### config.mk
export PLATFORM = sky130hd
export DESIGN_NAME = tx_scheduler
export DESIGN_NICKNAME = d
export VERILOG_FILES = /design/src/rtl/tx_scheduler.sv
export SDC_FILE = /design/constraint.sdc
export NUM_CORES = 1
export LEC_CHECK = 0
export ABC_CLOCK_PERIOD_IN_PS = 1800
export BUFFER_PORTS_ARGS = -buffer_cell sky130_fd_sc_hd__buf_2
export CELL_PAD_IN_SITES_DETAIL_PLACEMENT = 0
export CELL_PAD_IN_SITES_GLOBAL_PLACEMENT = 1
export CORE_UTILIZATION = 30
export CTS_BUF_LIST = sky130_fd_sc_hd__clkbuf_4 sky130_fd_sc_hd__clkbuf_8
export DETAILED_ROUTE_END_ITERATION = 10
export PLACE_DENSITY = 0.68
export SLEW_MARGIN = 20
export SYNTH_ARGS = -nofsm -noshare
export SYNTH_HDL_FRONTEND = slang
export SYNTH_SLANG_ARGS = --single-unit
### constraint.sdc
create_clock -name sysclk -period 1.8 [get_ports sysclk]
set_input_delay 0.36 -clock sysclk [delete_from_list [all_inputs] [get_ports sysclk]]
set_output_delay 0.36 -clock sysclk [all_outputs]
set_load 0.02 [all_outputs]
### src/rtl/tx_scheduler.sv
`default_nettype none
// ============================================================================
//  Module   : tx_scheduler
//  Purpose  : Shares one serial byte transmitter among NREQ byte-stream
//             requesters. Ownership is granted round-robin and held for a
//             whole message (terminated by the byte flagged req_last). Each
//             accepted byte is issued as a one-cycle tx_start with tx_data
//             held stable; the next byte waits for both a minimum start-to-
//             start gap and an idle transmitter. A granted requester that
//             stops offering data for too long loses its grant.
//  Ports    :
//    sysclk       in   1        system clock
//    rst          in   1        synchronous active-high reset
//    req_valid    in   NREQ     requester i offers a byte
//    req_data     in   8*NREQ   packed bytes, requester 0 in [7:0]
//    req_last     in   NREQ     offered byte is the last of its message
//    req_ready    out  NREQ     byte accepted when req_valid & req_ready
//    grant        out  NREQ     one-hot transmitter owner, zero when idle
//    tx_start     out  1        one-cycle start pulse to the transmitter
//    tx_data      out  8        byte to transmit, held until next accept
//    tx_busy      in   1        transmitter is shifting a frame
//    stall_abort  out  1        one-cycle pulse when a message is dropped
//  Revision : 1.0  initial release
// ============================================================================
module tx_scheduler #(
    parameter int NREQ       = 2,
    parameter int GAP_CYCLES = 78105,
    parameter int STALL_MAX  = 1023,
    parameter int CW         = 17
) (
    input  logic              sysclk,
    input  logic              rst,
    input  logic [NREQ-1:0]   req_valid,
    input  logic [8*NREQ-1:0] req_data,
    input  logic [NREQ-1:0]   req_last,
    output logic [NREQ-1:0]   req_ready,
    output logic [NREQ-1:0]   grant,
    output logic              tx_start,
    output logic [7:0]        tx_data,
    input  logic              tx_busy,
    output logic              stall_abort
);

    localparam int c_PTR_W = (NREQ > 1) ? $clog2(NREQ) : 1;
    localparam int c_STL_W = $clog2(STALL_MAX + 1);

    localparam logic [CW-1:0]      c_GAP_END   = CW'(GAP_CYCLES - 1);
    localparam logic [c_STL_W-1:0] c_STALL_END = c_STL_W'(STALL_MAX - 1);
    localparam logic [c_PTR_W-1:0] c_LAST_IDX  = c_PTR_W'(NREQ - 1);

    typedef enum logic [1:0] {
        ST_IDLE  = 2'd0,
        ST_LOAD  = 2'd1,
        ST_START = 2'd2,
        ST_GAP   = 2'd3
    } state_t;

    // ------------------------------------------------------------------
    // State
    // ------------------------------------------------------------------
    state_t               r_state;
    logic [NREQ-1:0]      r_grant;
    logic [c_PTR_W-1:0]   r_owner;      // index of the granted requester
    logic [c_PTR_W-1:0]   r_rr_ptr;     // where the next search begins
    logic                 r_last;       // current byte closes the message
    logic [c_STL_W-1:0]   r_stall_cnt;
    logic [CW-1:0]        r_gap_cnt;
    logic                 r_tx_start;
    logic [7:0]           r_tx_data;
    logic                 r_stall_abort;

    // ------------------------------------------------------------------
    // Round-robin search starting at r_rr_ptr, wrapping modulo NREQ
    // ------------------------------------------------------------------
    logic                 w_hit;
    logic [c_PTR_W-1:0]   w_hit_idx;
    logic [c_PTR_W-1:0]   w_cand;
    int                   w_sum;
    logic [NREQ-1:0]      w_hit_onehot;

    always_comb begin
        w_hit     = 1'b0;
        w_hit_idx = '0;
        w_cand    = '0;
        w_sum     = 0;
        for (int i = 0; i < NREQ; i++) begin
            w_sum = int'(r_rr_ptr) + i;
            if (w_sum >= NREQ) begin
                w_sum = w_sum - NREQ;
            end
            w_cand = c_PTR_W'(w_sum);
            if (!w_hit && req_valid[w_cand]) begin
                w_hit     = 1'b1;
                w_hit_idx = w_cand;
            end
        end
    end

    assign w_hit_onehot = NREQ'(1) << w_hit_idx;

    // ------------------------------------------------------------------
    // Owner's byte / flags selected through the one-hot grant
    // ------------------------------------------------------------------
    logic [7:0] w_masked_data [NREQ];
    logic [7:0] w_sel_data;
    logic       w_sel_last;
    logic       w_accept;

    for (genvar g = 0; g < NREQ; g++) begin : g_data_mask
        assign w_masked_data[g] = req_data[8*g +: 8] & {8{r_grant[g]}};
    end

    always_comb begin
        w_sel_data = 8'h00;
        for (int i = 0; i < NREQ; i++) begin
            w_sel_data = w_sel_data | w_masked_data[i];
        end
    end

    // Only the owner's valid/last matter; everyone else is ignored.
    assign w_sel_last = |(req_last & r_grant);
    assign w_accept   = |(req_valid & r_grant);

    // Pointer to the requester after the current owner.
    logic [c_PTR_W-1:0] w_next_ptr;
    assign w_next_ptr = (r_owner == c_LAST_IDX) ? '0 : (r_owner + c_PTR_W'(1));

    // ------------------------------------------------------------------
    // Controller
    // ------------------------------------------------------------------
    always_ff @(posedge sysclk) begin
        if (rst) begin
            r_state       <= ST_IDLE;
            r_grant       <= '0;
            r_owner       <= '0;
            r_rr_ptr      <= '0;
            r_last        <= 1'b0;
            r_stall_cnt   <= '0;
            r_gap_cnt     <= '0;
            r_tx_start    <= 1'b0;
            r_tx_data     <= 8'h00;
            r_stall_abort <= 1'b0;
        end else begin
            // Pulses default low; set only on the transition that owns them.
            r_tx_start    <= 1'b0;
            r_stall_abort <= 1'b0;

            case (r_state)
                ST_IDLE: begin
                    if (w_hit) begin
                        r_grant     <= w_hit_onehot;
                        r_owner     <= w_hit_idx;
                        r_stall_cnt <= '0;
                        r_state     <= ST_LOAD;
                    end
                end

                ST_LOAD: begin
                    if (w_accept) begin
                        r_tx_data   <= w_sel_data;
                        r_last      <= w_sel_last;
                        r_stall_cnt <= '0;
                        // Registered so the pulse lines up with ST_START.
                        r_tx_start  <= 1'b1;
                        r_state     <= ST_START;
                    end else if (r_stall_cnt == c_STALL_END) begin
                        r_stall_abort <= 1'b1;
                        r_grant       <= '0;
                        r_rr_ptr      <= w_next_ptr;
                        r_stall_cnt   <= '0;
                        r_state       <= ST_IDLE;
                    end else begin
                        r_stall_cnt <= r_stall_cnt + c_STL_W'(1);
                    end
                end

                ST_START: begin
                    // The START cycle itself is the first cycle of the gap.
                    r_gap_cnt <= CW'(1);
                    r_state   <= ST_GAP;
                end

                ST_GAP: begin
                    if (r_gap_cnt < c_GAP_END) begin
                        r_gap_cnt <= r_gap_cnt + CW'(1);
                    end
                    // A busy transmitter holds us here indefinitely.
                    if ((r_gap_cnt >= c_GAP_END) && !tx_busy) begin
                        if (r_last) begin
                            r_grant  <= '0;
                            r_rr_ptr <= w_next_ptr;
                            r_state  <= ST_IDLE;
                        end else begin
                            r_state  <= ST_LOAD;
                        end
                    end
                end

                default: begin
                    r_state <= ST_IDLE;
                end
            endcase
        end
    end

    // ------------------------------------------------------------------
    // Outputs
    // ------------------------------------------------------------------
    assign req_ready   = (r_state == ST_LOAD) ? r_grant : '0;
    assign grant       = r_grant;
    assign tx_start    = r_tx_start;
    assign tx_data     = r_tx_data;
    assign stall_abort = r_stall_abort;

endmodule
`default_nettype wire

==> results.toml, run 1 <==
[clock_network]
cts.sinks = 44
cts.reportedPaths.clkPinSlew_ns = 0.09
h-tree-depth = 2
clock_latency_ns = 0.29
clockBufferDepth = 2
ctsHoldBuffers = 0
numCtsBuffers = 5
cts_tree = "done"
root_buffer = "clkbuf_8"

[routing]
wl_per_cell_um = 12.0
vias = 1870
drc = 0
viasPerCell = 4.73
drt_first_pass_iters = 4
drtAntennaViolNets = 0
drtIter0Drc = 92
wl_um = 4730

[synth]
ys_types = 50
async_flop_share_pct = 0
postSynthCellCount = 244
ys.flop_type = "dfxtp_1"
synth_warnings = 0
yosys.area_share.simple_pct = 28.1
synth-edff-count = 0
syn_avg_cell_area_um2 = 8.89
syn_area_um2 = 2170
synth_compound_area_share_pct = 14.7
ys_seq_area_share_pct = 40.6
ys_ff_latch = 44
yosys.area_share.adder_pct = 2.31
muxShareOfSynthArea_pct = 0.981
syn_nets = 271
synth_top_family_by_area = "simple AND/OR/NAND/NOR gates"
synth_xor_area_share_pct = 9.29

[cells_and_area]
antenna_cells = 0
fin_nets = 325
final_cell_count_no_fill = 395
final_area_um2 = 2740
drive_gt1_share_pct = 28.4
layout_commonest_cell = "nor2_1"
areaGrowthSynthToFinish_pct = 26.3
layout_common_cells = "43 x nor2_1, 42 x dfxtp_1, 36 x buf_2"

[worst_setup_path]
critPathBufInv = 3
cp_data_required_time_ns = 1.44
worstSetupPathType = "reg2out"
cpLargestDelayFamily = "flip-flops"
r2r_start = "r_gap_cnt[9]"
critPathSlowestCell = "dfxtp_4"
worstPathCellList = "inv_1 -> buf_4 -> nor2_2 -> and2_1 -> buf_2"
crit_path_end_kind = "primary output"
cp.arrival_ns = 1.32
crit_path_start = "r_state[0]"
cp_max_fo = 7
cp-start-kind = "register"
rrSetupSlack_ns = 0.12
critPathMaxStageDelay_ns = 0.39

[floorplanning]
dieArea_um2 = 7570
design.portCount = 37
core_um2 = 6870
placementRows = 30
start_util_pct = 31.6
die_w_um = 87.0
die_height_um = 87.0

[timing]
slew_headroom_pct = 69.1
rsz0062_at_grt = "no"
finalSetupTns_ns = 0
hold_viol = 0
worst_hold_slack_ns = 0.426
post-route-period-util_pct = 93.4
max_freq_mhz = 595
setup_viol = 0
period_needed_ns = 1.68
slew_violations = 0
tightest_slew_ns = 0.460
timing.clock.skew_ns = 0.00904

[place]
finalWeightedCongestion = 0.750
hpwl_um = 3460
port_buffers = 36
dpl_cell_area_um2 = 2580
placedCellCount = 386

[power]
power_leakage_nw = 0.989
p_total_mw = 2.06
power.density_nw_per_um2 = 753
ir_drop_mv = 0.406

[global_routing]
met3_usage_pct = 2.65
grt_pass1_vias = 1695
grtUsageMet2_pct = 20.9
grt.busiest_layer = "met2"
overflow = 0
grt_max_degree = 25
grt_use_met1_pct = 17.6
grt_usage_pct = 12.9
grt_pass1_wl_um = 7760
antenna_found_initial = 0

[job]
maxCapViolCount = 0

[outcome]
status = "finished, final reports clean"

[worst_hold_path]
hp-class = "in2reg"
min_from = "req_data[14]"
-- metal layers --
layer | share of wire [%] | vias to the layer above
met2 | 44 | 31
met3 | 3.1 | 4
met1 | 52 | 852
li1 | - | 983
met5 | 0 | -
met4 | 0.61 | 0
-- worst paths after layout --
kind                   endpoint  cells past startpoint
setup / recovery   req_ready[0]                      5
hold / removal       tx_data[6]                      3
setup reg to reg  r_gap_cnt[11]                      6
hold reg to reg      tx_data[1]                      2
-- worst reg2reg max path: stages (launching register included) --
cell and delay [ns]:
dfxtp_1 0.35, nor3_1 0.31, a311oi_2 0.18, buf_12 0.18, nor4b_1 0.34, xnor2_1 0.16, nor2_1 0.05
-- logic make-up (layout without fill, tap and decap cells) --
group                    Yosys count  after routing
AO/OA/AOI/OAI                     42             42
XOR/XNOR                          23             23
adder cells (fa/ha/maj)            4              4
buffers and inverters             18             73
flip-flops                        44             44
multiplexers                       2              2
AND/OR/NAND/NOR                  111            111
-- metrics by stage --
| step | utilization [%] | setup slack (ns) |
|---|---|---|
| floorplan | - | 0.269 |
| global placement | 37.6 | 0.0932 |
| detailed placement | 37.6 | 0.0339 |
| CTS | 39.4 | 0.0446 |
| global route | 39.9 | 0.00794 |
| finish | 39.9 | 0.119 |
-- cells in the mapped netlist (4+ instances only) --
cell,instances,area [um^2]
nor2_1,44,165
nand2_1,10,37.5
dfxtp_1,44,881
xnor2_1,17,149
a211oi_1,12,90.1
ha_1,4,50.1
nand3_1,10,50.1
nor3_1,11,55.1
xor2_1,6,52.6
inv_1,6,22.5
nand4_1,6,37.5
clkbuf_1,8,30.0
a22oi_1,10,75.1
a21oi_1,5,25.0
-- final cells by class --
| type | instances | area (um^2) |
|---|---|---|
| fillers | 719 | 4130 |
| multi-input cells | 182 | 1220 |
| flip-flops and latches | 44 | 886 |
| repair buffers | 59 | 365 |
| well taps | 96 | 120 |
| clock buffers | 6 | 82.6 |
| clock inverters | 2 | 38.8 |
| inverters | 6 | 22.5 |
-- what timing repair did --
| action | in CTS | in global routing |
|---|---|---|
| hold endpoints to repair | 0 | 0 |
| setup buffers | 0 | 1 |
| pin swaps | 0 | 2 |
| resized for setup | 2 | 5 |
| endpoints found under the setup margin | 2 | 7 |
-- flip-flops by register name, summed over array words and instances, names as in the netlist, named ones only --
register and count:
r_gap_cnt 17, stall_abort 1, r_last 1, tx_data 8, r_rr_ptr 1, r_state 1, r_owner 1, tx_start 1
r_stall_cnt 10, grant 2
-- power breakdown --
| part | internal [mW] | switching [mW] |
|---|---|---|
| Clock | 0.454 | 0.337 |
| Combinational | 0.103 | 0.143 |
| Sequential | 1.00 | 0.0232 |
No activity file was read; power rests on OpenSTA's default activity.
==> run 2, diff against run 1 <==
--- a/config.mk
+++ b/config.mk
@@ -9,10 +9,13 @@
 export BUFFER_PORTS_ARGS = -buffer_cell sky130_fd_sc_hd__buf_2
 export CELL_PAD_IN_SITES_DETAIL_PLACEMENT = 0
 export CELL_PAD_IN_SITES_GLOBAL_PLACEMENT = 1
+export CORE_ASPECT_RATIO = 2
+export CORE_MARGIN = 1.5
 export CORE_UTILIZATION = 30
 export CTS_BUF_LIST = sky130_fd_sc_hd__clkbuf_4 sky130_fd_sc_hd__clkbuf_8
 export DETAILED_ROUTE_END_ITERATION = 10
 export PLACE_DENSITY = 0.68
+export SKIP_LAST_GASP = 1
 export SLEW_MARGIN = 20
 export SYNTH_ARGS = -nofsm -noshare
 export SYNTH_HDL_FRONTEND = slang
==> results.toml, run 2 (same netlist as run 1, synthesis figures left out) <==
[place]
dpl_cell_area_um2 = 2620
hpwl_um = 4000
placedCellCount = 385
finalWeightedCongestion = 0.802
port_buffers = 36

[routing]
wl_um = 5370
viasPerCell = 4.89
drt_first_pass_iters = 4
drtAntennaViolNets = 0
drc = 0
wl_per_cell_um = 13.6
drtIter0Drc = 68
vias = 1931

[power]
clockPowerShare_pct = 37.5
p_int_mw = 1.53
power_leakage_nw = 1.03
pwr-share-seq_pct = 49.7
power_switching_mw = 0.513
power.density_nw_per_um2 = 736
p_total_mw = 2.05
ir_drop_mv = 0.375
swShare_pct = 25.1
pwr-share-comb_pct = 12.7

[clock_network]
cts.reportedPaths.clkPinSlew_ns = 0.08
clock_latency_ns = 0.30
clockBufferDepth = 2
numCtsBuffers = 5
cts.sinks = 44
h-tree-depth = 2
cts_tree = "done"
root_buffer = "clkbuf_8"

[timing]
rsz0062_at_grt = "yes"
worst_hold_slack_ns = 0.416
slew_headroom_pct = 59.4
setup_viol = 0
timing.clock.skew_ns = 0.00660
max_freq_mhz = 584
slew_violations = 0
period_needed_ns = 1.71
hold_viol = 0
tightest_slew_ns = 0.600
post-route-period-util_pct = 95.2

[global_routing]
grt_pass1_vias = 1853
grt_max_degree = 25
overflow = 0
grt_usage_pct = 14.8
antenna_found_initial = 0
grt_pass1_wl_um = 8860

[worst_setup_path]
cp_data_required_time_ns = 1.99
crit_path_end_kind = "register"
cp-start-kind = "register"
worstSetupPathType = "reg2reg"
cp_max_fo = 6
cp.arrival_ns = 1.90
rrSetupSlack_ns = 0.09

[cells_and_area]
final_cell_count_no_fill = 395
fin_nets = 331
drive_gt1_share_pct = 29.5
final_area_um2 = 2780
antenna_cells = 0
fill_cells = 709
layout_common_cells = "44 x nor2_1, 44 x dfxtp_1, 36 x buf_2"
areaGrowthSynthToFinish_pct = 28.2
top_register = "r_gap_cnt"
largest_reg_flops = 17

[floorplanning]
start_util_pct = 31.2
die_height_um = 123
core_um2 = 6940
die_w_um = 63.1
dieArea_um2 = 7780
design.portCount = 37
placementRows = 43

[outcome]
status = "finished, final reports clean"

[worst_hold_path]
hp-class = "in2reg"

[job]
maxCapViolCount = 0
==> run 2: layer usage <==
layer,vias to the layer above,track usage (%),share of wire (%)
met1,900,14.4,37
met2,32,29.2,58
met4,0,6.67,1.5
met5,-,0,0
li1,992,-,-
met3,7,2.82,3.4
==> run 2: area by class of cell <==
type	count	area, um^2	share of cell area [%]
multi-input cells	182	1230	44.2
clock inverters	2	35.0	1.26
well taps	90	113	4.05
repair buffers	65	423	15.2
flip-flops and latches	44	881	31.7
clock buffers	6	76.3	2.75
inverters	6	22.5	0.810
==> run 2: worst paths after layout <==
kind,startpoint,to,depth (start not counted)
setup reg to reg,r_gap_cnt[13],r_gap_cnt[3],6
hold / removal,req_data[15],tx_data[7],3
hold reg to reg,tx_data[7],tx_data[7],2
setup / recovery,r_gap_cnt[13],r_gap_cnt[3],6
==> run 2: stage by stage <==
step / worst slack [ns] / setup TNS, ns / utilization [%]
5_1_grt: -0.0488 / -0.124 / 40.1
6_report: 0.0864 / 0 / 40.1
2_1_floorplan: 0.269 / 0 / -
4_1_cts: 0.0226 / 0 / 39.4
3_3_place_gp: 0.0493 / 0 / 37.8
3_5_place_dp: 0.0238 / 0 / 37.8
==> run 2: worst max-delay path: stages (launching register included) <==
cell and delay, ns:
dfxtp_1 0.34, nand3_1 0.19, a311oi_4 0.55, buf_4 0.24, nor3_1 0.06, xnor2_1 0.17
nor2_1 0.06
==> run 2: timing repair <==
| item | 4_1_cts | 5_1_grt |
|---|---|---|
| hold buffers | 0 | 0 |
| endpoints found under the setup margin | 0 | 15 |
| buffers inserted | 0 | 2 |
| resized for setup | 0 | 5 |
==> run 2: power groups by stage <==
| stage | clock network, mW | logic [mW] | registers (mW) |
|---|---|---|---|
| 6_report | 0.768 | 0.260 | 1.02 |
| 5_1_grt | 0.837 | 0.292 | 1.02 |
| 4_1_cts | 0.800 | 0.263 | 1.02 |
| 3_5_place_dp | 0 | 0.262 | 1.04 |
| 3_3_place_gp | 0 | 0.260 | 1.04 |
| 2_1_floorplan | 0 | 0.136 | 1.06 |
